**config.mk**
```make
export PLATFORM = sky130hd
export DESIGN_NAME = avalon_aes_mmio_flat
export DESIGN_NICKNAME = d
export VERILOG_FILES = /design/src/rtl/aes_mmio_pkg.sv /design/src/rtl/avalon_aes_mmio_if.sv /design/src/rtl/aes_mmio_fsm.sv /design/src/rtl/avalon_aes_mmio.sv /design/src/flat_wrapper.sv
export SDC_FILE = /design/constraint.sdc
export NUM_CORES = 1
export LEC_CHECK = 0
export CAP_MARGIN = 20
export CORE_MARGIN = 2
export CORE_UTILIZATION = 40
export DETAILED_ROUTE_END_ITERATION = 12
export MAX_ROUTING_LAYER = met4
export PLACE_DENSITY = 0.65
export SYNTH_ARGS = -nofsm -noshare
export SYNTH_HDL_FRONTEND = slang
export SYNTH_SLANG_ARGS = --single-unit
```
**constraint.sdc**
```tcl
create_clock -name clk_clk -period 4.59 [get_ports clk_clk]
set_input_delay 0.918 -clock clk_clk [delete_from_list [all_inputs] [get_ports clk_clk]]
set_output_delay 0.918 -clock clk_clk [all_outputs]
set_load 0.1 [all_outputs]
```
**src/rtl/aes_mmio_pkg.sv**
```systemverilog
// aes_mmio_pkg: shared state type, register-map index helpers and bit positions
package aes_mmio_pkg;
  typedef enum logic [1:0] {IDLE, BUSY, DONE} state_e;
  localparam int ST_DONE = 0;
  localparam int ST_BUSY = 1;
  localparam int ST_TMO = 2;
  localparam int CT_START = 0;
  localparam int CT_IRQEN = 1;
  function automatic int ctrl_idx(input int k, input int m);
    return k + 2 * m;
  endfunction
  function automatic int status_idx(input int k, input int m);
    return k + 2 * m + 1;
  endfunction
  function automatic int expsel_idx(input int k, input int m);
    return k + 2 * m + 2;
  endfunction
  function automatic int num_regs(input int k, input int m);
    return k + 2 * m + 3;
  endfunction
endpackage

```
**src/rtl/avalon_aes_mmio_if.sv**
```systemverilog
// avalon_aes_mmio_if: Avalon-MM slave bus bundle with master/slave views
interface avalon_aes_mmio_if #(
  parameter int DATA_W = 32,
  parameter int ADDR_W = 5
);
  logic                  avs_chipselect;
  logic                  avs_read;
  logic                  avs_write;
  logic [ADDR_W-1:0]     avs_address;
  logic [DATA_W/8-1:0]   avs_byteenable;
  logic [DATA_W-1:0]     avs_writedata;
  logic [DATA_W-1:0]     avs_readdata;
  logic                  avs_readdatavalid;
  modport slave (
    input  avs_chipselect, avs_read, avs_write, avs_address, avs_byteenable, avs_writedata,
    output avs_readdata, avs_readdatavalid
  );
  modport master (
    output avs_chipselect, avs_read, avs_write, avs_address, avs_byteenable, avs_writedata,
    input  avs_readdata, avs_readdatavalid
  );
endinterface

```
**src/rtl/aes_mmio_fsm.sv**
```systemverilog
// aes_mmio_fsm: start/done control with timeout counter and sticky done/timeout flags
module aes_mmio_fsm
  import aes_mmio_pkg::*;
#(
  parameter int TIMEOUT_CYC = 1024
) (
  input  logic   clk,
  input  logic   rst_n,
  input  logic   start_req,
  input  logic   stop_req,
  input  logic   aes_done,
  input  logic   done_clr,
  input  logic   tmo_clr,
  output state_e state,
  output logic   aes_start,
  output logic   done,
  output logic   timeout,
  output logic   capture,
  output logic   tmo_evt
);
  localparam int CNT_W = TIMEOUT_CYC > 1 ? $clog2(TIMEOUT_CYC) : 1;
  state_e           state_q, state_d;
  logic [CNT_W-1:0] cnt_q, cnt_d;
  logic             start_q, start_d, done_q, done_d, tmo_q, tmo_d;
  assign capture = state_q == BUSY && aes_done;
  // done in the same cycle as expiry suppresses the timeout
  assign tmo_evt = TIMEOUT_CYC != 0 && state_q == BUSY && !aes_done && cnt_q == CNT_W'(TIMEOUT_CYC - 1);
  always_comb begin
    state_d = state_q;
    cnt_d = cnt_q + CNT_W'(1);
    start_d = 1'b0;
    done_d = capture | (done_q & ~done_clr);
    tmo_d = tmo_evt | (tmo_q & ~tmo_clr);
    if (state_q == IDLE && start_req) begin
      state_d = BUSY;
      start_d = 1'b1;
      cnt_d = '0;
    end else if (capture) state_d = DONE;
    else if (tmo_evt) state_d = IDLE;
    else if (state_q == DONE && stop_req) state_d = IDLE;
  end
  always_ff @(posedge clk or negedge rst_n) begin
    if (!rst_n) begin
      state_q <= IDLE;
      cnt_q <= '0;
      start_q <= 1'b0;
      done_q <= 1'b0;
      tmo_q <= 1'b0;
    end else begin
      state_q <= state_d;
      cnt_q <= cnt_d;
      start_q <= start_d;
      done_q <= done_d;
      tmo_q <= tmo_d;
    end
  end
  assign state = state_q;
  assign aes_start = start_q;
  assign done = done_q;
  assign timeout = tmo_q;
endmodule

```
**src/rtl/avalon_aes_mmio.sv**
```systemverilog
// avalon_aes_mmio: Avalon-MM register file, read mux and export select around an AES core
module avalon_aes_mmio
  import aes_mmio_pkg::*;
#(
  parameter int DATA_W      = 32,
  parameter int KEY_WORDS   = 4,
  parameter int MSG_WORDS   = 4,
  parameter int ADDR_W      = 5,
  parameter int TIMEOUT_CYC = 1024
) (
  input  logic                          clk_clk,
  input  logic                          reset_reset_n,
  avalon_aes_mmio_if.slave              avs,
  output logic                          irq,
  output logic                          aes_start,
  output logic [DATA_W*KEY_WORDS-1:0]   aes_key,
  output logic [DATA_W*MSG_WORDS-1:0]   aes_msg_in,
  input  logic                          aes_done,
  input  logic [DATA_W*MSG_WORDS-1:0]   aes_msg_out,
  output logic [DATA_W-1:0]             aes_export_data
);
  localparam int CTRL = ctrl_idx(KEY_WORDS, MSG_WORDS);
  localparam int STATUS = status_idx(KEY_WORDS, MSG_WORDS);
  localparam int EXPSEL = expsel_idx(KEY_WORDS, MSG_WORDS);
  localparam int NREG = num_regs(KEY_WORDS, MSG_WORDS);
  logic [KEY_WORDS-1:0][DATA_W-1:0] key_q, key_d;
  logic [MSG_WORDS-1:0][DATA_W-1:0] msg_en_q, msg_en_d, msg_de_q, msg_de_d;
  logic [1:0]                       ctrl_q, ctrl_d, ctrl_w;
  logic [DATA_W-1:0]                expsel_q, expsel_d, readdata_q, readdata_d, be_mask;
  logic                             readdatavalid_q, readdatavalid_d, irq_q, irq_d;
  logic [NREG-1:0]                  wr_hit, rd_hit, ex_hit;
  logic [NREG-1:0][DATA_W-1:0]      rf;
  logic [NREG:0][DATA_W-1:0]        rd_acc, ex_acc;
  state_e                           state;
  logic                             busy, done, timeout, capture, tmo_evt, wr_en, rd_en;
  function automatic logic [DATA_W-1:0] merge(input logic [DATA_W-1:0] o, w, m);
    return (o & ~m) | (w & m);
  endfunction
  assign wr_en = avs.avs_chipselect & avs.avs_write;
  assign rd_en = avs.avs_chipselect & avs.avs_read;
  assign busy = state == BUSY;
  assign rf = {expsel_q, DATA_W'({timeout, busy, done}), DATA_W'(ctrl_q), msg_de_q, msg_en_q, key_q};
  assign rd_acc[0] = '0;
  assign ex_acc[0] = '0;
  for (genvar b = 0; b < DATA_W / 8; b++) begin : g_lane
    assign be_mask[8*b +: 8] = {8{avs.avs_byteenable[b]}};
  end
  // one-hot address decode folded into OR chains; unmapped indices fall through as 0
  for (genvar g = 0; g < NREG; g++) begin : g_sel
    assign rd_hit[g] = avs.avs_address == ADDR_W'(g);
    assign wr_hit[g] = wr_en & rd_hit[g];
    assign ex_hit[g] = expsel_q == DATA_W'(g);
    assign rd_acc[g+1] = rd_acc[g] | (rd_hit[g] ? rf[g] : '0);
    assign ex_acc[g+1] = ex_acc[g] | (ex_hit[g] ? rf[g] : '0);
  end
  for (genvar g = 0; g < KEY_WORDS; g++) begin : g_key
    assign key_d[g] = wr_hit[g] && !busy ? merge(key_q[g], avs.avs_writedata, be_mask) : key_q[g];
  end
  for (genvar g = 0; g < MSG_WORDS; g++) begin : g_msg
    assign msg_en_d[g] = wr_hit[KEY_WORDS+g] && !busy ? merge(msg_en_q[g], avs.avs_writedata, be_mask) : msg_en_q[g];
  end
  always_comb begin
    ctrl_w = avs.avs_byteenable[0] ? avs.avs_writedata[1:0] : ctrl_q;
    ctrl_d[CT_IRQEN] = wr_hit[CTRL] ? ctrl_w[CT_IRQEN] : ctrl_q[CT_IRQEN];
    ctrl_d[CT_START] = tmo_evt ? 1'b0 : wr_hit[CTRL] && !busy ? ctrl_w[CT_START] : ctrl_q[CT_START];
    msg_de_d = capture ? aes_msg_out : msg_de_q;
    expsel_d = wr_hit[EXPSEL] ? merge(expsel_q, avs.avs_writedata, be_mask) : expsel_q;
    readdata_d = rd_en ? rd_acc[NREG] : readdata_q;
    readdatavalid_d = rd_en;
    irq_d = ctrl_q[CT_IRQEN] & (done | timeout);
  end
  aes_mmio_fsm #(.TIMEOUT_CYC(TIMEOUT_CYC)) u_fsm (
    .clk       (clk_clk),
    .rst_n     (reset_reset_n),
    .start_req (ctrl_d[CT_START] & ~ctrl_q[CT_START]),
    .stop_req  (~ctrl_d[CT_START]),
    .aes_done  (aes_done),
    .done_clr  (wr_hit[STATUS] & avs.avs_byteenable[0] & avs.avs_writedata[ST_DONE]),
    .tmo_clr   (wr_hit[STATUS] & avs.avs_byteenable[0] & avs.avs_writedata[ST_TMO]),
    .state     (state),
    .aes_start (aes_start),
    .done      (done),
    .timeout   (timeout),
    .capture   (capture),
    .tmo_evt   (tmo_evt)
  );
  always_ff @(posedge clk_clk or negedge reset_reset_n) begin
    if (!reset_reset_n) begin
      key_q <= '0;
      msg_en_q <= '0;
      msg_de_q <= '0;
      ctrl_q <= '0;
      expsel_q <= '0;
      readdata_q <= '0;
      readdatavalid_q <= 1'b0;
      irq_q <= 1'b0;
    end else begin
      key_q <= key_d;
      msg_en_q <= msg_en_d;
      msg_de_q <= msg_de_d;
      ctrl_q <= ctrl_d;
      expsel_q <= expsel_d;
      readdata_q <= readdata_d;
      readdatavalid_q <= readdatavalid_d;
      irq_q <= irq_d;
    end
  end
  assign aes_key = key_q;
  assign aes_msg_in = msg_en_q;
  assign aes_export_data = ex_acc[NREG];
  assign avs.avs_readdata = readdata_q;
  assign avs.avs_readdatavalid = readdatavalid_q;
  assign irq = irq_q;
endmodule

```
**src/flat_wrapper.sv**
```systemverilog
// flat-port wrapper written by rule: the top's interface ports become plain ports
module avalon_aes_mmio_flat import aes_mmio_pkg::*;
#(
  parameter int DATA_W      = 32,
  parameter int KEY_WORDS   = 4,
  parameter int MSG_WORDS   = 4,
  parameter int ADDR_W      = 5,
  parameter int TIMEOUT_CYC = 1024
)
  (clk_clk, reset_reset_n, irq, aes_start, aes_key, aes_msg_in, aes_done, aes_msg_out, aes_export_data, avs_avs_chipselect, avs_avs_read, avs_avs_write, avs_avs_address, avs_avs_byteenable, avs_avs_writedata, avs_avs_readdata, avs_avs_readdatavalid);
  avalon_aes_mmio_if #(.DATA_W(DATA_W), .ADDR_W(ADDR_W)) avs_i ();
  input  logic clk_clk;
  input  logic reset_reset_n;
  output logic irq;
  output logic aes_start;
  output logic [DATA_W*KEY_WORDS-1:0] aes_key;
  output logic [DATA_W*MSG_WORDS-1:0] aes_msg_in;
  input  logic aes_done;
  input  logic [DATA_W*MSG_WORDS-1:0] aes_msg_out;
  output logic [DATA_W-1:0] aes_export_data;
  input wire logic [$bits(avs_i.avs_chipselect)-1:0] avs_avs_chipselect;
  input wire logic [$bits(avs_i.avs_read)-1:0] avs_avs_read;
  input wire logic [$bits(avs_i.avs_write)-1:0] avs_avs_write;
  input wire logic [$bits(avs_i.avs_address)-1:0] avs_avs_address;
  input wire logic [$bits(avs_i.avs_byteenable)-1:0] avs_avs_byteenable;
  input wire logic [$bits(avs_i.avs_writedata)-1:0] avs_avs_writedata;
  output wire logic [$bits(avs_i.avs_readdata)-1:0] avs_avs_readdata;
  output wire logic [$bits(avs_i.avs_readdatavalid)-1:0] avs_avs_readdatavalid;
  assign avs_i.avs_chipselect = avs_avs_chipselect;
  assign avs_i.avs_read = avs_avs_read;
  assign avs_i.avs_write = avs_avs_write;
  assign avs_i.avs_address = avs_avs_address;
  assign avs_i.avs_byteenable = avs_avs_byteenable;
  assign avs_i.avs_writedata = avs_avs_writedata;
  assign avs_avs_readdata = avs_i.avs_readdata;
  assign avs_avs_readdatavalid = avs_i.avs_readdatavalid;
  avalon_aes_mmio #(.DATA_W(DATA_W), .KEY_WORDS(KEY_WORDS), .MSG_WORDS(MSG_WORDS), .ADDR_W(ADDR_W), .TIMEOUT_CYC(TIMEOUT_CYC)) u_core (.clk_clk(clk_clk), .reset_reset_n(reset_reset_n), .avs(avs_i), .irq(irq), .aes_start(aes_start), .aes_key(aes_key), .aes_msg_in(aes_msg_in), .aes_done(aes_done), .aes_msg_out(aes_msg_out), .aes_export_data(aes_export_data));
endmodule
```
# Word-level counts from Yosys, hierarchy flattened
# Index checks and enable logic that the tools add are counted.
dict set report word_totals {
  regBits 467
  in_bits 175
  output_inout_bits 323
  wordCells 190
}
dict set report op_classes {
  add_sub_neg 1
  eq_ne 31
  mux 39
  n_bitwise 75
  n_reduce_logical 21
}
# operator count
set ops {}
lappend ops {{OR 32 bit} 37}
lappend ops {{two-way mux 32 bit} 26}
lappend ops {{bitwise AND 32 bit} 10}
lappend ops {{== test 32 x 4 -> 1 bit (second input constant)} 7}
lappend ops {{== test 32 x 3 -> 1 bit (second input constant)} 4}
lappend ops {{== test 32 x 2 -> 1 bit (second input constant)} 2}
lappend ops {{== test 5 x 4 -> 1 bit (second input constant)} 7}
lappend ops {{== test 32 x 1 -> 1 bit (second input constant)} 1}
lappend ops {{logical NOT 32 bit} 1}
lappend ops {{inverter 32 bit} 1}
lappend ops {{bitwise AND 1 bit} 20}
lappend ops {{== test 5 x 3 -> 1 bit (second input constant)} 4}
lappend ops {{logical AND 1 bit} 14}
lappend ops {{two-way mux 2 bit} 6}
lappend ops {{adder 10 x 1 -> 10 bit (second input constant)} 1}
lappend ops {{== test 10 bit (second input constant)} 1}
lappend ops {{== test 5 x 2 -> 1 bit (second input constant)} 2}
lappend ops {{two-way mux 10 bit} 1}
lappend ops {{two-way mux 3 bit} 2}
lappend ops {{== test 5 x 1 -> 1 bit (second input constant)} 1}
lappend ops {{logical NOT 5 bit} 1}
lappend ops {{two-way mux 1 bit} 4}
lappend ops {{inverter 1 bit} 4}
lappend ops {{nonzero test 4 bit} 1}
lappend ops {{other kinds (6)} 9}

# Depth between registers and ports, before layout
dict set report depth {
  depth_word 16
  depth_mapped 8
  mapped_depth_nobuf 5
}

# Modules after synthesis
# Synthesis repeated with hierarchy kept, for this count alone.
dict set report hier_totals {
  hier_cells 1775
  hier_area_um2 22151.2
}
# mod instances cells_per_inst area_each_um2 seq_area_each_um2
set modules_own_cells {}
lappend modules_own_cells {avalon_aes_mmio 1 1710 21494.4 11310.8}
lappend modules_own_cells {aes_mmio_fsm 1 65 656.9 375.4}

# Worst setup path after synthesis
# OpenSTA, ideal clock, no wires.
dict set report synth_timing {
  path_type {register to output}
  startpoint {register with a tool-made name}
  endpoint {output port aes_export_data[1]}
  arrival_ns 2.498
  t_required_ns 3.672
  path_slack_ns 1.174
  stages_incl_launch_ff 5
  n_path_buf 0
  path_cell_list {dfrtp_1 -> mux4_2 -> and2_1 -> o21ai_1 -> nand4_1}
}
# element line_no
set synth_rtl {}
lappend synth_rtl {{end: declaration} flat_wrapper.sv:20} ;# output logic [DATA_W-1:0] aes_export_data;

==> results.toml <==
[timing]
fmax_mhz = 223
finalClockSkew_ps = 35.2
fin_crit_sh_pct = 97.6
setup_ws_ps = 111
setup_tns_ps = 0
slew_headroom_pct = 24.5
drv_slew = 0
rsz0062_at_grt = "no"
timing.final.crit_period_ps = 4480
setup_viol = 0
worstMarginPinSlew_ps = 1130
whs_ps = 372
hold_viol = 0

[worst_setup_path]
worstPathRequired_ps = 3670
setup.worst_path.end_class = "primary output"
critPathKind = "flip-flop to primary output"
critPathLaunchType = "flip-flop"
crit_path_max_fanout = 142
worstPathArrival_ps = 3560

[synthesis]
netlist_instances = 2125
syn_nets = 2301
synth_seq_area_share_pct = 48.4
synth_flop_cell = "dfrtp_1"
avgSynthCellArea_um2 = 11.4
yosys.cell_types.count = 64
async_flop_share_pct = 100
synth_edf_count = 0
yosysWarnings = 0
syn_area_um2 = 24100
ys_ff_latch = 467

[detailed_routing]
drc = 0
viasPerCell = 6.31
ant_nets = 0
first_iter_violations = 2977
wl_per_cell_um = 31.7
wirelength_um = 109000
vias = 21737
drt-pass1-iter-count = 11

[global_route]
track_usage_pct = 35.3
grt_pass1_wl_um = 156000
grt_max_degree = 143
antenna_found_initial = 14
first_global_vias = 21660
grt_overflow = 0

[floorplanning]
design.die.area_um2 = 62300
die_x_um = 250
die_y_um = 250
initial_core_util_pct = 40.2
core-area_um2 = 60000
pin_count = 498
num_rows = 90

[clock_network]
clock_sinks = 467
clock_path_buffers = 3
cts_root_buffer = "clkbuf_16"
clk_pin_slew_ps = 60
cts_tree = "built"
clock_latency_ps = 630
htreeDepth = 2
hold_buffers = 0
cts_made_buffers = 51

[final_layout]
regArea_um2 = 11700
area_growth_pct = 33.1
fin_cells = 3443
drive_gt1_share_pct = 26.1
nFillCells = 5226
multi_input_area_um2 = 10900
num-nets-final = 2788

[pwr]
share_comb_of_total_power_pct = 33.6
p_int_mw = 9.09
power_mw = 15.5
pwr-share-seq_pct = 39.8
power.switching_mw = 6.46
vdd_drop_max_mv = 0.288
power.density_nw_per_um2 = 484
clock_power_share_pct = 26.6
leakagePower_nw = 13.5
p_sw_share_pct = 41.5

[placed_design]
gp_congestion = 0.954
place_ws_ps = 677
io_buffers = 497
dp.cells = 3339
dp_hpwl_um = 76800

[worst_hold_path]
min_path_type = "input pin to asynchronous set/reset pin"

[run_status]
status = "finished clean"

[flow_run]
cap_viol_max_count = 0
-- layout by cell type, fill, tap and decap left out, types with 7 or more instances in the layout --
| master | n |
|---|---|
| nand3_1 | 38 |
| dfrtp_1 | 467 |
| clkbuf_1 | 8 |
| nor2b_1 | 10 |
| nor2_1 | 80 |
| clkdlybuf4s50_1 | 463 |
| nor3_1 | 207 |
| a222oi_1 | 39 |
| mux2i_1 | 44 |
| mux2_2 | 419 |
| buf_4 | 78 |
| a22oi_1 | 80 |
| and2_2 | 7 |
| nand2_1 | 22 |
| a2111oi_0 | 69 |
| a221oi_1 | 38 |
| nor2_2 | 8 |
| nand3_2 | 25 |
| nand4_1 | 23 |
| inv_1 | 208 |
| clkbuf_8 | 7 |
| nor4_1 | 8 |
| buf_12 | 41 |
| o21ai_0 | 13 |
| diode_2 | 12 |
| a221o_1 | 27 |
| and3_1 | 27 |
| clkinv_2 | 15 |
| clkbuf_16 | 52 |
| a31oi_1 | 27 |
-- final timing paths --
path,end,from,cells after the start,slack (ps)
min in group clk_clk,u_core.u_fsm.cnt_q[0],u_core.u_fsm.cnt_q[0],1,480
max in group asynchronous,u_core.msg_de_q[23],reset_reset_n,2,3040
worst max-delay path,aes_export_data[17],flip-flop,7,110
worst min-delay path,u_core.u_fsm.cnt_q[0],reset_reset_n,1,370
worst max register to register,flip-flop,u_core.u_fsm.state[0],5,1870
worst min register to register,u_core.u_fsm.cnt_q[0],u_core.u_fsm.cnt_q[0],1,480
-- cells by family (layout without fill, tap and decap cells) --
family,Yosys count,after routing,synth area share (%)
AO/OA/AOI/OAI,323,323,11.1
XOR/XNOR,8,8,0.290
adder cells (fa/ha/maj),1,1,0.0519
buffers and inverters,358,882,6.51
flip-flops,467,467,48.4
multiplexers,466,466,21.7
other,0,12,0
AND/OR/NAND/NOR,502,502,11.9
-- area by class of cell --
| cell class | instances | share of cell area, % |
|---|---|---|
| clock inverter | 23 | 0.678 |
| multi-input combinational | 1300 | 34.0 |
| antenna | 12 | 0.0935 |
| tap | 782 | 3.05 |
| clock buffer | 67 | 4.45 |
| sequential | 467 | 36.4 |
| inverter | 208 | 2.43 |
| timing repair buffer | 584 | 18.9 |
-- critical path: stages (launching register included) --
cell and delay, ps:
dfrtp_1 400, nor4_1 670, nand4_4 190, buf_12 310
nor2_2 550, a32oi_1 330, nand3_1 260, buf_12 200
-- power by group through the flow --
stage	sequential (mW)	combinational [mW]	clock (mW)
floorplan	7.62	1.89	0
global placement	6.17	5.12	0
detailed placement	6.19	5.19	0
CTS	6.13	5.21	4.17
global route	6.25	5.46	4.34
finish	6.19	5.22	4.14
-- through the flow --
stage | cell area, um^2 | utilization (%)
2_1_floorplan | 24100 | -
3_3_place_gp | 30400 | 50.7
3_5_place_dp | 30400 | 50.7
4_1_cts | 32100 | 53.4
5_1_grt | 32100 | 53.5
6_report | 32100 | 53.5
-- metal layers --
metal	global-route usage, %	part of all wire (%)	vias to the layer above
li1	-	-	8924
met1	45.3	39	10918
met2	53.1	45	1537
met3	8.52	11	358
met4	15.6	4.9	0
met5	-	0	-
-- repair_timing --
item,4_1_cts,5_1_grt
resized for setup,0,2
setup endpoints to repair,2,20
pin swaps,1,1
setup buffers,0,2
endpoints found under the hold margin,0,0
-- Yosys cell counts (30+ instances only) --
master | count | area (um^2)
dfrtp_1 | 467 | 11700
mux2_2 | 419 | 4720
inv_1 | 208 | 781
nor3_1 | 207 | 1040
nor2_1 | 82 | 308
a22oi_1 | 80 | 601
buf_2 | 75 | 375
a2111oi_0 | 69 | 604
mux2i_1 | 44 | 440
a222oi_1 | 39 | 390
clkbuf_1 | 39 | 146
a221oi_1 | 38 | 333
nand3_1 | 38 | 190
and3_1 | 30 | 188
(Power assumes the default switching activity.)
